### config.mk
export PLATFORM = sky130hd
export DESIGN_NAME = mem_stage
export DESIGN_NICKNAME = d
export VERILOG_FILES = /design/src/rtl/mem_stage_pkg.sv /design/src/rtl/mem_lane_align.sv /design/src/rtl/mem_stage.sv
export SDC_FILE = /design/constraint.sdc
export NUM_CORES = 1
export LEC_CHECK = 0
export ABC_AREA = 1
export ABC_CLOCK_PERIOD_IN_PS = 2500
export CORE_ASPECT_RATIO = 1.75
export CORE_MARGIN = 2
export CORE_UTILIZATION = 30
export CTS_BUF_LIST = sky130_fd_sc_hd__clkbuf_4 sky130_fd_sc_hd__clkbuf_8 sky130_fd_sc_hd__clkbuf_16
export CTS_CLUSTER_DIAMETER = 30
export CTS_CLUSTER_SIZE = 20
export DETAILED_ROUTE_END_ITERATION = 6
export PLACE_DENSITY = 0.68
export SETUP_SLACK_MARGIN = 0.4
export SLEW_MARGIN = 10
export SYNTH_ARGS = -nofsm -noshare
export SYNTH_HDL_FRONTEND = slang
export SYNTH_SLANG_ARGS = --single-unit
### constraint.sdc
create_clock -name clk_i -period 2.5 [get_ports clk_i]
set_input_delay 0.25 -clock clk_i [delete_from_list [all_inputs] [get_ports clk_i]]
set_output_delay 0.25 -clock clk_i [all_outputs]
set_load 0.005 [all_outputs]
### src/rtl/mem_stage_pkg.sv
// ============================================================================
// mem_stage_pkg -- control-word, access-size and state types for mem_stage
// Rev 1.0
// ============================================================================
`default_nettype none

package mem_stage_pkg;

  typedef enum logic [1:0] {
    MEM_B = 2'd0,
    MEM_H = 2'd1,
    MEM_W = 2'd2
  } rvga_mem_size_e;

  typedef enum logic [1:0] {
    ST_IDLE = 2'd0,
    ST_REQ  = 2'd1,
    ST_RESP = 2'd2,
    ST_HOLD = 2'd3
  } rvga_mem_state_e;

  typedef struct packed {
    logic           v;
    logic           rd_w_v;
    logic           mem_r_v;
    logic           mem_w_v;
    rvga_mem_size_e mem_size;
    logic           mem_unsigned;
    logic           mem_misalign;
    logic [31:0]    alu_result;
    logic [31:0]    rs2_data;
    logic [31:0]    rd_data;
  } rvga_cword;

  function automatic logic is_misaligned(input rvga_mem_size_e size, input logic [1:0] addr_lo);
    case (size)
      MEM_H:   return addr_lo[0];
      MEM_W:   return |addr_lo;
      default: return 1'b0;
    endcase
  endfunction

endpackage

`default_nettype wire

### src/rtl/mem_lane_align.sv
// ============================================================================
// mem_lane_align -- store lane replication/byte enables, load extract/extend
// Rev 1.0
// ============================================================================
`default_nettype none

module mem_lane_align
  import mem_stage_pkg::*;
(
  input  rvga_mem_size_e size,
  input  logic           is_unsigned,
  input  logic [1:0]     addr_lo,
  input  logic [31:0]    store_data,
  input  logic [31:0]    rdata,
  output logic [31:0]    wdata,
  output logic [3:0]     wmask,
  output logic [31:0]    load_data
);

  logic [7:0]  w_byte;
  logic [15:0] w_half;

  always_comb begin
    w_byte = rdata[7:0];
    case (addr_lo)
      2'd1:    w_byte = rdata[15:8];
      2'd2:    w_byte = rdata[23:16];
      2'd3:    w_byte = rdata[31:24];
      default: w_byte = rdata[7:0];
    endcase
    w_half = addr_lo[1] ? rdata[31:16] : rdata[15:0];
  end

  always_comb begin
    wdata     = store_data;
    wmask     = 4'hF;
    load_data = rdata;
    case (size)
      MEM_B: begin
        wdata     = {4{store_data[7:0]}};
        wmask     = 4'b0001 << addr_lo;
        load_data = {{24{~is_unsigned & w_byte[7]}}, w_byte};
      end
      MEM_H: begin
        wdata     = {2{store_data[15:0]}};
        wmask     = addr_lo[1] ? 4'b1100 : 4'b0011;
        load_data = {{16{~is_unsigned & w_half[15]}}, w_half};
      end
      default: begin
        wdata     = store_data;
        wmask     = 4'hF;
        load_data = rdata;
      end
    endcase
  end

endmodule

`default_nettype wire

### src/rtl/mem_stage.sv
// ============================================================================
// mem_stage -- load/store issue over a valid/ready dmem port, one access in flight.
// Optional RVGA_MEM_MISALIGN_TRAP_EN: misaligned H/W ops skip dmem and emit flagged.
// Rev 1.0
// ============================================================================
`default_nettype none

module mem_stage
  import mem_stage_pkg::*;
#(
  parameter int addr_width_p = 32,
  parameter int data_width_p = 32
) (
  input  logic                    clk_i,
  input  logic                    rst_i,
  input  logic                    stall_v_i,
  input  rvga_cword               cword_i,
  output rvga_cword               cword_o,
  output logic                    stall_v_o,
  output logic                    dmem_req_v_o,
  input  logic                    dmem_ready_i,
  output logic                    dmem_w_o,
  output logic [addr_width_p-1:0] dmem_addr_o,
  output logic [data_width_p-1:0] dmem_wdata_o,
  output logic [3:0]              dmem_wmask_o,
  input  logic                    dmem_resp_v_i,
  input  logic [data_width_p-1:0] dmem_rdata_i
);

  rvga_mem_state_e r_state, w_next;
  rvga_cword       r_cap;
  rvga_cword       w_cap_emit;

  logic            w_is_mem, w_misalign, w_req, w_capture, w_buffer;
  logic            w_src_w, w_src_unsigned;
  rvga_mem_size_e  w_src_size;
  logic [31:0]     w_src_addr, w_src_rs2;
  logic [31:0]     w_wdata, w_load_data;
  logic [3:0]      w_wmask;

  assign w_is_mem = cword_i.v & (cword_i.mem_r_v | cword_i.mem_w_v);

`ifdef RVGA_MEM_MISALIGN_TRAP_EN
  assign w_misalign = is_misaligned(cword_i.mem_size, cword_i.alu_result[1:0]);
`else
  assign w_misalign = 1'b0;
`endif

  // IDLE issues straight from the incoming cword; later states replay the capture
  assign w_src_w        = (r_state == ST_IDLE) ? cword_i.mem_w_v      : r_cap.mem_w_v;
  assign w_src_size     = (r_state == ST_IDLE) ? cword_i.mem_size     : r_cap.mem_size;
  assign w_src_unsigned = (r_state == ST_IDLE) ? cword_i.mem_unsigned : r_cap.mem_unsigned;
  assign w_src_addr     = (r_state == ST_IDLE) ? cword_i.alu_result   : r_cap.alu_result;
  assign w_src_rs2      = (r_state == ST_IDLE) ? cword_i.rs2_data     : r_cap.rs2_data;

  mem_lane_align u_align (
    .size        (w_src_size),
    .is_unsigned (w_src_unsigned),
    .addr_lo     (w_src_addr[1:0]),
    .store_data  (w_src_rs2),
    .rdata       (dmem_rdata_i),
    .wdata       (w_wdata),
    .wmask       (w_wmask),
    .load_data   (w_load_data)
  );

  always_comb begin
    w_next     = r_state;
    cword_o    = cword_i;
    stall_v_o  = 1'b0;
    w_req      = 1'b0;
    w_capture  = 1'b0;
    w_buffer   = 1'b0;
    w_cap_emit = r_cap;
    w_cap_emit.v = 1'b1;
    case (r_state)
      ST_IDLE: begin
        if (w_is_mem) begin
          cword_o.v = 1'b0;
          if (!stall_v_i) begin
            if (w_misalign) begin
              cword_o.v            = 1'b1;
              cword_o.mem_misalign = 1'b1;
              cword_o.rd_w_v       = 1'b0;
            end else begin
              w_req     = 1'b1;
              w_capture = 1'b1;
              if (dmem_ready_i && cword_i.mem_w_v) begin
                cword_o.v = 1'b1;
              end else begin
                stall_v_o = 1'b1;
                w_next    = dmem_ready_i ? ST_RESP : ST_REQ;
              end
            end
          end
        end
      end
      ST_REQ: begin
        w_req     = 1'b1;
        stall_v_o = 1'b1;
        cword_o   = r_cap;
        cword_o.v = 1'b0;
        if (dmem_ready_i) begin
          if (!r_cap.mem_w_v) begin
            w_next = ST_RESP;
          end else if (!stall_v_i) begin
            cword_o   = w_cap_emit;
            stall_v_o = 1'b0;
            w_next    = ST_IDLE;
          end else begin
            w_next = ST_HOLD;
          end
        end
      end
      ST_RESP: begin
        stall_v_o = 1'b1;
        cword_o   = r_cap;
        cword_o.v = 1'b0;
        if (dmem_resp_v_i) begin
          if (!stall_v_i) begin
            cword_o         = w_cap_emit;
            cword_o.rd_data = w_load_data;
            stall_v_o       = 1'b0;
            w_next          = ST_IDLE;
          end else begin
            w_buffer = 1'b1;
            w_next   = ST_HOLD;
          end
        end
      end
      ST_HOLD: begin
        stall_v_o = 1'b1;
        cword_o   = r_cap;
        cword_o.v = 1'b0;
        if (!stall_v_i) begin
          cword_o   = w_cap_emit;
          stall_v_o = 1'b0;
          w_next    = ST_IDLE;
        end
      end
      default: w_next = ST_IDLE;
    endcase
    // Reset must silence the port at once, even with a valid cword still presented
    if (!rst_i) begin
      cword_o.v = 1'b0;
      stall_v_o = 1'b0;
      w_req     = 1'b0;
      w_capture = 1'b0;
      w_buffer  = 1'b0;
    end
  end

  assign dmem_req_v_o = w_req;
  assign dmem_w_o     = w_src_w;
  assign dmem_addr_o  = {w_src_addr[addr_width_p-1:2], 2'b00};
  assign dmem_wdata_o = w_wdata;
  assign dmem_wmask_o = w_src_w ? w_wmask : 4'h0;

  always_ff @(posedge clk_i or negedge rst_i) begin
    if (!rst_i) begin
      r_state <= ST_IDLE;
      r_cap   <= '0;
    end else begin
      r_state <= w_next;
      if (w_capture)
        r_cap <= cword_i;
      else if (w_buffer)
        r_cap.rd_data <= w_load_data;
    end
  end

endmodule

`default_nettype wire

==> results.py, run 1 <==
metrics = {
    "status": {
        "status": "finished with violations",
        "violations": "setup timing",
    },
    "sta": {
        "fin_crit_ps": 2670,
        "setup_slack_ps": -165,
        "max_slew_margin": 0.562,
        "setup_viol": 35,
        "rsz0062_at_grt": "true",
        "hold_violations": 0,
        "worst_pin_slew_ps": 657,
        "tns_ps": -3160,
        "maxSlewViolCount": 0,
        "post-route-period-util": 1.07,
        "whs_ps": 436,
        "skew_ps": 7.41,
        "max_freq_mhz": 375,
    },
    "placement": {
        "place.gp.congestion": 0.949,
        "place.detailed.hpwl_um": 21600,
        "port_buffers": 313,
        "pre_cts_slack_ps": -252,
        "placed_area_um2": 11100,
    },
    "synth": {
        "synth_area_leaders": "dfrtp_1 37%, nand2_1 20%, o21ai_0 12%",
        "synthFlopType": "dfrtp_1",
        "yosys.area.top_type": "dfrtp_1",
        "synthDistinctLibCells": 34,
        "syn_avg_cell_area_um2": 6.44,
        "synthCells": 1106,
        "yosys_warnings": 0,
        "async_reset_ff_frac": 1.00,
        "synth-seq-cells": 105,
        "synth_area_um2": 7130,
        "synth_top_area_frac": 0.369,
        "synth_edf_count": 0,
        "synth-seq-area-share": 0.369,
    },
    "clock_network": {
        "cts_max_level": 3,
        "clock_sinks": 105,
        "cts.reportedPaths.clkPinSlew_ps": 80,
        "cts_buffers": 9,
        "clk_latency_ps": 370,
        "cts_buffer_depth": 2,
        "cts_tree": "built",
        "root_buffer": "clkbuf_16",
    },
    "drt": {
        "drt_iter0_drc": 505,
        "wl_per_cell_um": 18.3,
        "routed_wl_um": 35000,
        "postRouteAntennaNets": 0,
        "first_pass_iters": 5,
        "viasPerCell": 5.00,
        "num_vias": 9599,
        "drc": 0,
    },
    "grt": {
        "track_usage": 0.259,
        "grt_max_degree": 75,
        "grt_pass1_vias": 9504,
        "grt_pass1_wl_um": 50900,
        "antenna_found_initial": 5,
        "grt-ovfl-total": 0,
    },
    "pwr": {
        "combPwrFrac": 0.785,
        "internal_power_mw": 12.1,
        "swShare": 0.434,
        "vdd_ir_drop_max_mv": 0.879,
        "seqPwrFrac": 0.144,
        "p_sw_mw": 9.25,
        "power.leakage_nw": 6.94,
        "power_mw": 21.3,
        "power_density_nw_per_um2": 1540,
        "clkPwrFrac": 0.071,
    },
    "layout": {
        "syn_to_final_growth_pct": 93.8,
        "layout_common_cells": "328 x nand2_1, 139 x clkdlybuf4s50_1, 115 x buf_6",
        "nNetsFinal": 1745,
        "layout_commonest_cell": "nand2_1",
        "seqCellArea_um2": 2630,
        "num-fill-cells": 2072,
        "multiInputGateArea_um2": 4620,
        "drive_gt1_frac": 0.396,
        "fin_area_um2": 13800,
    },
    "setup_path": {
        "r2r-end": "r_cap[21]",
        "cpPeakStageDelay_ps": 460,
        "critPathArrivalTime_ps": 2420,
        "cp-start-kind": "register",
        "critPathTopFamily": "simple AND/OR/NAND/NOR gates",
        "critical_path_buf_inv_count": 5,
        "end_kind": "output port",
        "ff2ff_setup_slack_ps": 410,
        "worstPathCellList": "nor2_4 -> buf_6 -> buf_6 -> o21ai_4 -> nand2_2 -> nor2_4 -> buf_12 -> nor2_4 -> buf_6 -> nand2_2 -> nand3_2 -> nand2_2 -> a21oi_2 -> buf_2",
        "ff2ff_path_depth": 14,
        "crit_slowest_cell": "dfrtp_2",
        "required_ps": 2250,
        "timing.rr.start": "r_state[1]",
        "critPathKind": "reg2out",
        "path_max_fanout": 6,
        "crit_start": "r_state[1]",
    },
    "die": {
        "placementRows": 74,
        "io_pins": 316,
        "die_h_um": 208,
        "die_w_um": 121,
        "floorplan.die_area_um2": 25100,
        "coreArea_um2": 23300,
        "initial_core_util": 0.306,
    },
    "hold_path": {
        "hold_path_class": "in2async",
    },
    "job": {
        "cap_violations": 0,
    },
}
==> cell type report <==
type,count,area share
Antenna cell,5,0.000906
Clock buffer,9,0.0163
Clock inverter,7,0.00553
Inverter,140,0.0406
Multi-Input combinational cell,795,0.335
Sequential cell,105,0.190
Tap cell,304,0.0275
Timing Repair Buffer,551,0.383
Timing Repair inverter,2,0.00127
==> worst reg2reg max path: cells and delay by family, from the launching register on <==
family	cells	cell delay, ps
flip-flops	1	460
AND/OR/NAND/NOR	11	1130
buffers and inverters	3	390
==> routing by layer <==
layer | GRT usage | routed length (um) | vias to the layer above
met5 | 0 | 0 | -
met4 | 0.150 | 2120 | 0
met3 | 0.0458 | 2070 | 135
met2 | 0.470 | 18600 | 421
met1 | 0.276 | 12200 | 4501
li1 | - | - | 4542
==> registers in the layout (all words and copies together), names as in the netlist <==
name and flops:
r_cap 103, r_state 2
==> power by group through the flow <==
stage	clock network, mW	logic [mW]	registers (mW)
6_report	1.52	16.7	3.06
5_1_grt	1.62	17.9	3.15
4_1_cts	1.55	14.8	2.99
3_5_place_dp	0	11.9	2.96
3_3_place_gp	0	11.8	2.93
2_1_floorplan	0	5.14	2.84
==> through the flow <==
stage | util | instances
floorplan | - | 1107
global placement | 0.476 | 1753
detailed placement | 0.476 | 1753
CTS | 0.557 | 1871
global route | 0.592 | 1917
finish | 0.592 | 1918
==> what timing repair did <==
item	in CTS	in global routing
setup buffers	89	36
pin swaps	57	42
endpoints found under the hold margin	9	0
hold buffers	1	0
gates cloned	12	6
resized for setup	837	298
endpoints found under the setup margin	179	304
==> how the worst max path moves through the flow <==
| stage | endpoint | slack [ps] | cells past startpoint |
|---|---|---|---|
| floorplan | cword_o[16] | 600 | 14 |
| global placement | cword_o[10] | -270 | 13 |
| detailed placement | cword_o[6] | -250 | 12 |
| CTS | cword_o[5] | -140 | 14 |
| global route | cword_o[7] | -270 | 14 |
| finish | cword_o[5] | -170 | 14 |
==> logic make-up after synthesis <==
logic type / share of synthesized area
AOI/OAI and AO/OA: 0.217
buffers and inverters: 0.120
and+or+nand+nor: 0.294
DFF: 0.369
other: 0.000526
==> synthesized netlist by cell type, types with 3 or more instances <==
master    instances
nand2_1         388
o21ai_0         176
inv_1           135
dfrtp_1         105
a21oi_1          58
nand3_1          52
clkbuf_1         37
nor2_1           34
o21a_1           17
buf_2            11
buf_1             9
o211ai_1          9
nand2_2           8
a22oi_1           7
nand3_2           7
o22ai_1           7
buf_4             5
buf_6             5
nor2_2            5
nand4_1           4
nor3_1            4
a22o_1            3
inv_2             3
o21ai_2           3
Power figures use the tool's default switching activity.
==> run 2: changes to the inputs <==
--- a/config.mk
+++ b/config.mk
@@ -15,6 +15,7 @@
 export CTS_CLUSTER_SIZE = 20
 export DETAILED_ROUTE_END_ITERATION = 6
 export PLACE_DENSITY = 0.68
+export REMOVE_ABC_BUFFERS = 1
 export SETUP_SLACK_MARGIN = 0.4
 export SLEW_MARGIN = 10
 export SYNTH_ARGS = -nofsm -noshare
==> run 2 against run 1 <==
Compared with the run above:
- the run still ends with setup timing left
- combinational power up 5%
- routed wire length up 11%
- clock-buffer cell count rose by 1
- worst hold slack got worse by 190 ps
- core utilization rose by 5.4 points
- non-clock buffer count increased by 24
- final cell count up 0.94%
- critical path type unchanged
- critical endpoint is now cword_o[21]
==> results.py, run 2 (synthesis results as in run 1) <==
metrics = {
    "setup_path": {
        "crit_top_cell": "buf_6",
        "crit_start": "r_state[1]",
        "timing.rr.start": "r_state[1]",
        "cp-start-kind": "register",
        "crit_slowest_cell": "dfrtp_2",
        "path_max_fanout": 5,
        "critPathKind": "reg2out",
        "ff2ff_setup_slack_ps": 40,
        "required_ps": 2250,
        "cpPeakStageDelay_ps": 460,
        "critPathArrivalTime_ps": 2420,
        "worstPathCellList": "nor2_4 -> buf_6 -> nand2_2 -> nand2_4 -> buf_4 -> nor2_4 -> nand3_2 -> buf_6 -> buf_6 -> nand4_1 -> nand2_1 -> nand2_1 -> buf_2",
        "end_kind": "output port",
        "ff2ff_path_depth": 17,
        "r2r-end": "r_cap[24]",
    },
    "layout": {
        "fin_util": 0.646,
        "nNetsFinal": 1767,
        "layout_commonest_cell": "nand2_1",
        "stdcell_count": 1936,
        "regMostFlops": "r_cap",
        "largest_reg_flops": 103,
        "top_regs": "r_cap (103), r_state (2)",
        "syn_to_final_growth_pct": 111,
        "fin_area_um2": 15100,
        "layout_common_cells": "249 x nand2_1, 140 x clkdlybuf4s50_1, 121 x inv_1",
        "drive_gt1_frac": 0.474,
    },
    "sta": {
        "rsz0062_at_grt": "true",
        "max_freq_mhz": 375,
        "setup_slack_ps": -168,
        "max_slew_margin": 0.589,
        "fin_crit_ps": 2670,
        "setup_viol": 43,
        "worst_pin_slew_ps": 617,
        "skew_ps": 10.7,
        "maxSlewViolCount": 0,
        "post-route-period-util": 1.07,
        "hold_violations": 0,
    },
    "job": {
        "cap_violations": 0,
    },
    "die": {
        "coreArea_um2": 23300,
        "placementRows": 74,
        "floorplan.die_area_um2": 25100,
        "initial_core_util": 0.306,
        "die_w_um": 121,
        "die_h_um": 208,
        "io_pins": 316,
    },
    "clock_network": {
        "clk_latency_ps": 370,
        "cts_tree": "built",
        "cts_max_level": 3,
        "cts_buffer_depth": 2,
        "cts_buffers": 9,
        "cts.reportedPaths.clkPinSlew_ps": 70,
        "root_buffer": "clkbuf_16",
        "clock_sinks": 105,
    },
    "drt": {
        "postRouteAntennaNets": 0,
        "drt_iter0_drc": 521,
        "viasPerCell": 5.23,
        "num_vias": 10100,
        "first_pass_iters": 6,
        "wl_per_cell_um": 20.1,
        "drc": 0,
        "routed_wl_um": 38900,
    },
    "grt": {
        "use_met2": 0.456,
        "grt_pass1_vias": 9398,
        "grt.busiest_layer": "met2",
        "grt_max_degree": 105,
        "use_met3": 0.0452,
        "grt_pass1_wl_um": 48700,
        "grt-ovfl-total": 0,
        "use_met1": 0.249,
        "track_usage": 0.246,
        "antenna_found_initial": 2,
    },
    "placement": {
        "port_buffers": 313,
        "place.detailed.hpwl_um": 20600,
        "place.gp.congestion": 0.968,
        "dp.cells": 1739,
        "placed_area_um2": 11000,
    },
    "pwr": {
        "power.leakage_nw": 7.73,
        "power_mw": 22.2,
        "vdd_ir_drop_max_mv": 0.706,
        "power_density_nw_per_um2": 1470,
    },
    "status": {
        "violations": "setup timing",
        "status": "finished with violations",
    },
    "hold_path": {
        "hold_path_class": "in2async",
    },
}
==> run 2: worst max-delay path: cells and delay by family (launching register included) <==
| family | cells | cell delay (ps) |
|---|---|---|
| AND/OR/NAND/NOR | 8 | 860 |
| buffers and inverters | 5 | 730 |
| flip-flops | 1 | 460 |
==> run 2: how the worst max path moves through the flow <==
| stage | to | slack (ps) | cells past startpoint |
|---|---|---|---|
| floorplan | r_cap[24] | -3010 | 6 |
| detailed placement | cword_o[14] | -280 | 12 |
| global route | cword_o[18] | -290 | 13 |
| global placement | cword_o[14] | -240 | 12 |
| finish | cword_o[21] | -170 | 13 |
| CTS | cword_o[1] | -110 | 15 |
==> run 2: where the power goes <==
| part | switching [mW] | internal, mW | total (mW) |
|---|---|---|---|
| Sequential | 0.733 | 2.50 | 3.23 |
| Clock | 0.700 | 0.783 | 1.48 |
| Combinational | 8.36 | 9.12 | 17.5 |
| Total | 9.79 | 12.4 | 22.2 |
==> run 2: area by class of cell <==
type | instances | area [um^2]
clock buffer | 10 | 233
tap | 304 | 380
timing repair buffer | 575 | 5880
antenna | 2 | 5.00
inverter | 140 | 563
sequential | 105 | 2630
clock inverter | 5 | 57.6
fill | 1906 | 8260
multi-input combinational | 795 | 5320
==> run 2: metrics by stage <==
stage	hold slack (ps)	setup WS [ps]	setup TNS [ps]
final	246	-168	-4590
after floorplan	-45.6	-3010	-323380
after global placement	76.4	-238	-5900
after detailed placement	74.6	-281	-7860
after global routing	233	-293	-10120
after CTS	226	-109	-2210
==> run 2: repair_timing <==
item / 4_1_cts / 5_1_grt
pin swaps: 65 / 69
hold endpoints to repair: 1 / 0
hold buffers: 1 / 0
resized for setup: 752 / 558
setup endpoints to repair: 191 / 272
buffers inserted: 87 / 51
cloned: 12 / 29
==> run 2: layer usage <==
layer  vias to the layer above  part of all wire
met5                         -                 0
met4                         0             0.072
met3                       163             0.056
met2                       508              0.54
met1                      4868              0.33
li1                       4592                 -
==> run 3: changes to the inputs <==
--- a/config.mk
+++ b/config.mk
@@ -17,6 +17,7 @@
 export PLACE_DENSITY = 0.68
 export REMOVE_ABC_BUFFERS = 1
 export SETUP_SLACK_MARGIN = 0.4
+export SKIP_LAST_GASP = 1
 export SLEW_MARGIN = 10
 export SYNTH_ARGS = -nofsm -noshare
 export SYNTH_HDL_FRONTEND = slang
==> run 3 against run 2 <==
Compared with the run above:
- clock power about the same
- register-to-register slack gained 140 ps
- critical endpoint is now dmem_wdata_o[26]
- non-clock buffer count down 3
- combinational power fell by 4%
- the run still ends with setup timing left
- setup slack improved by 12 ps
==> results.py, run 3 (synthesis results as in run 1) <==
metrics = {
    "status": {
        "status": "finished with violations",
        "violations": "setup timing",
    },
    "clock_network": {
        "cts_tree": "built",
        "cts.reportedPaths.clkPinSlew_ps": 70,
        "cts_buffers": 9,
        "clock_sinks": 105,
        "root_buffer": "clkbuf_16",
        "cts_buffer_depth": 2,
        "cts_max_level": 3,
        "clk_latency_ps": 360,
    },
    "grt": {
        "antenna_found_initial": 2,
        "track_usage": 0.245,
        "grt_pass1_vias": 9336,
        "grt-ovfl-total": 0,
        "grt_pass1_wl_um": 48300,
        "grt_max_degree": 105,
    },
    "pwr": {
        "swShare": 0.432,
        "p_sw_mw": 9.26,
        "vdd_ir_drop_max_mv": 0.733,
        "combPwrFrac": 0.785,
        "clkPwrFrac": 0.069,
        "power_density_nw_per_um2": 1480,
        "internal_power_mw": 12.2,
        "power.leakage_nw": 7.39,
        "seqPwrFrac": 0.146,
    },
    "layout": {
        "largest_reg_flops": 103,
        "layout_common_cells": "298 x nand2_1, 140 x clkdlybuf4s50_1, 129 x buf_4",
        "drive_gt1_frac": 0.413,
        "num-fill-cells": 2001,
        "syn_to_final_growth_pct": 103,
        "layout_commonest_cell": "nand2_1",
        "nNetsFinal": 1764,
        "top_regs": "r_cap (103), r_state (2)",
        "regMostFlops": "r_cap",
    },
    "placement": {
        "place.detailed.hpwl_um": 20600,
        "pre_cts_slack_ps": -281,
        "place.gp.congestion": 0.968,
        "port_buffers": 313,
    },
    "sta": {
        "skew_ps": 8.35,
        "max_freq_mhz": 377,
        "whs_ps": 251,
        "rsz0062_at_grt": "true",
        "fin_crit_ps": 2660,
        "worst_pin_slew_ps": 621,
        "tns_ps": -3540,
        "hold_violations": 0,
        "setup_viol": 50,
        "post-route-period-util": 1.06,
        "setup_slack_ps": -156,
        "max_slew_margin": 0.586,
        "maxSlewViolCount": 0,
    },
    "die": {
        "io_pins": 316,
        "die_w_um": 121,
        "floorplan.die_area_um2": 25100,
        "initial_core_util": 0.306,
        "placementRows": 74,
        "die_h_um": 208,
        "coreArea_um2": 23300,
    },
    "drt": {
        "wl_met2_um": 19500,
        "wl_met3_um": 2060,
        "routed_wl_um": 36200,
        "wl_per_cell_um": 18.8,
        "num_vias": 9880,
        "drc": 0,
        "m1WireLength_um": 12200,
        "viasPerCell": 5.11,
        "drt_iter0_drc": 565,
        "first_pass_iters": 4,
        "postRouteAntennaNets": 0,
        "dr.max_layer_used": "met4",
    },
    "setup_path": {
        "required_ps": 2250,
        "ff2ff_setup_slack_ps": 180,
        "critPathKind": "reg2out",
        "critPathArrivalTime_ps": 2410,
        "cp-start-kind": "register",
        "path_max_fanout": 8,
        "end_kind": "output port",
    },
    "hold_path": {
        "hold_path_class": "in2async",
    },
    "job": {
        "cap_violations": 0,
    },
}
## run 3: cell types whose count changed in the layout (fill, tap and decap cells not counted), sizes merged
cell,previous run,this run
buf,364,346
bufbuf,2,3
dlymetal6s2s,9,10
dlygate4sd2,15,29
clkdlybuf4s15,19,18
## run 3: power by group through the flow
stage / Clock, mW / Sequential (mW) / Combinational [mW]
finish: 1.47 / 3.13 / 16.8
global route: 1.56 / 3.21 / 17.9
CTS: 1.51 / 2.95 / 14.3
detailed placement: 0 / 2.95 / 11.8
global placement: 0 / 2.92 / 11.7
floorplan: 0 / 2.86 / 4.82
## run 3: final cells by class
type	count	area, um^2	share of cell area
antenna	2	5.00	0.000347
timing repair buffer	572	5750	0.398
clock buffer	10	233	0.0161
sequential	105	2630	0.182
multi-input combinational	795	4810	0.333
tap	304	380	0.0264
clock inverter	5	57.6	0.00399
inverter	140	566	0.0392
## run 3: worst paths after layout
check	from	endpoint	depth (start not counted)
max	r_state[1]	dmem_wdata_o[26]	8
min	rst_i	r_cap[100]	2
max reg2reg	r_state[1]	r_cap[91]	12
min reg2reg	r_cap[93]	r_cap[93]	2
max in group asynchronous	rst_i	r_cap[67]	3
min in group clk_i	cword_i[100]	r_cap[100]	3
## run 3: critical path, stage by stage (launching register included)
cell and delay (ps):
dfrtp_2 460, nor2_4 220, buf_6 180, nand2_4 60, o21ai_4 80, nand2_2 120, buf_4 220, o211ai_1 180
clkdlybuf4s50_1 520
## run 3: layer usage
layer | vias to the layer above | track usage
met4 | 0 | 0.154
met1 | 4692 | 0.248
met3 | 146 | 0.0439
met5 | - | 0
met2 | 466 | 0.450
li1 | 4576 | -
## run 3: timing repair
| item | CTS | global route |
|---|---|---|
| gates cloned | 12 | 23 |
| hold buffers | 1 | 0 |
| setup endpoints to repair | 191 | 274 |
| endpoints found under the hold margin | 1 | 0 |
| gates resized for setup | 682 | 405 |
| pin swaps | 60 | 55 |
| setup buffers | 87 | 54 |
## run 3: metrics by stage
step	util	std cells	area [um^2]	total power [mW]
floorplan	-	1040	6810	7.69
global placement	0.473	1739	11000	14.6
detailed placement	0.473	1739	11000	14.7
CTS	0.550	1854	12800	18.8
global route	0.619	1932	14400	22.7
finish	0.619	1933	14400	21.4
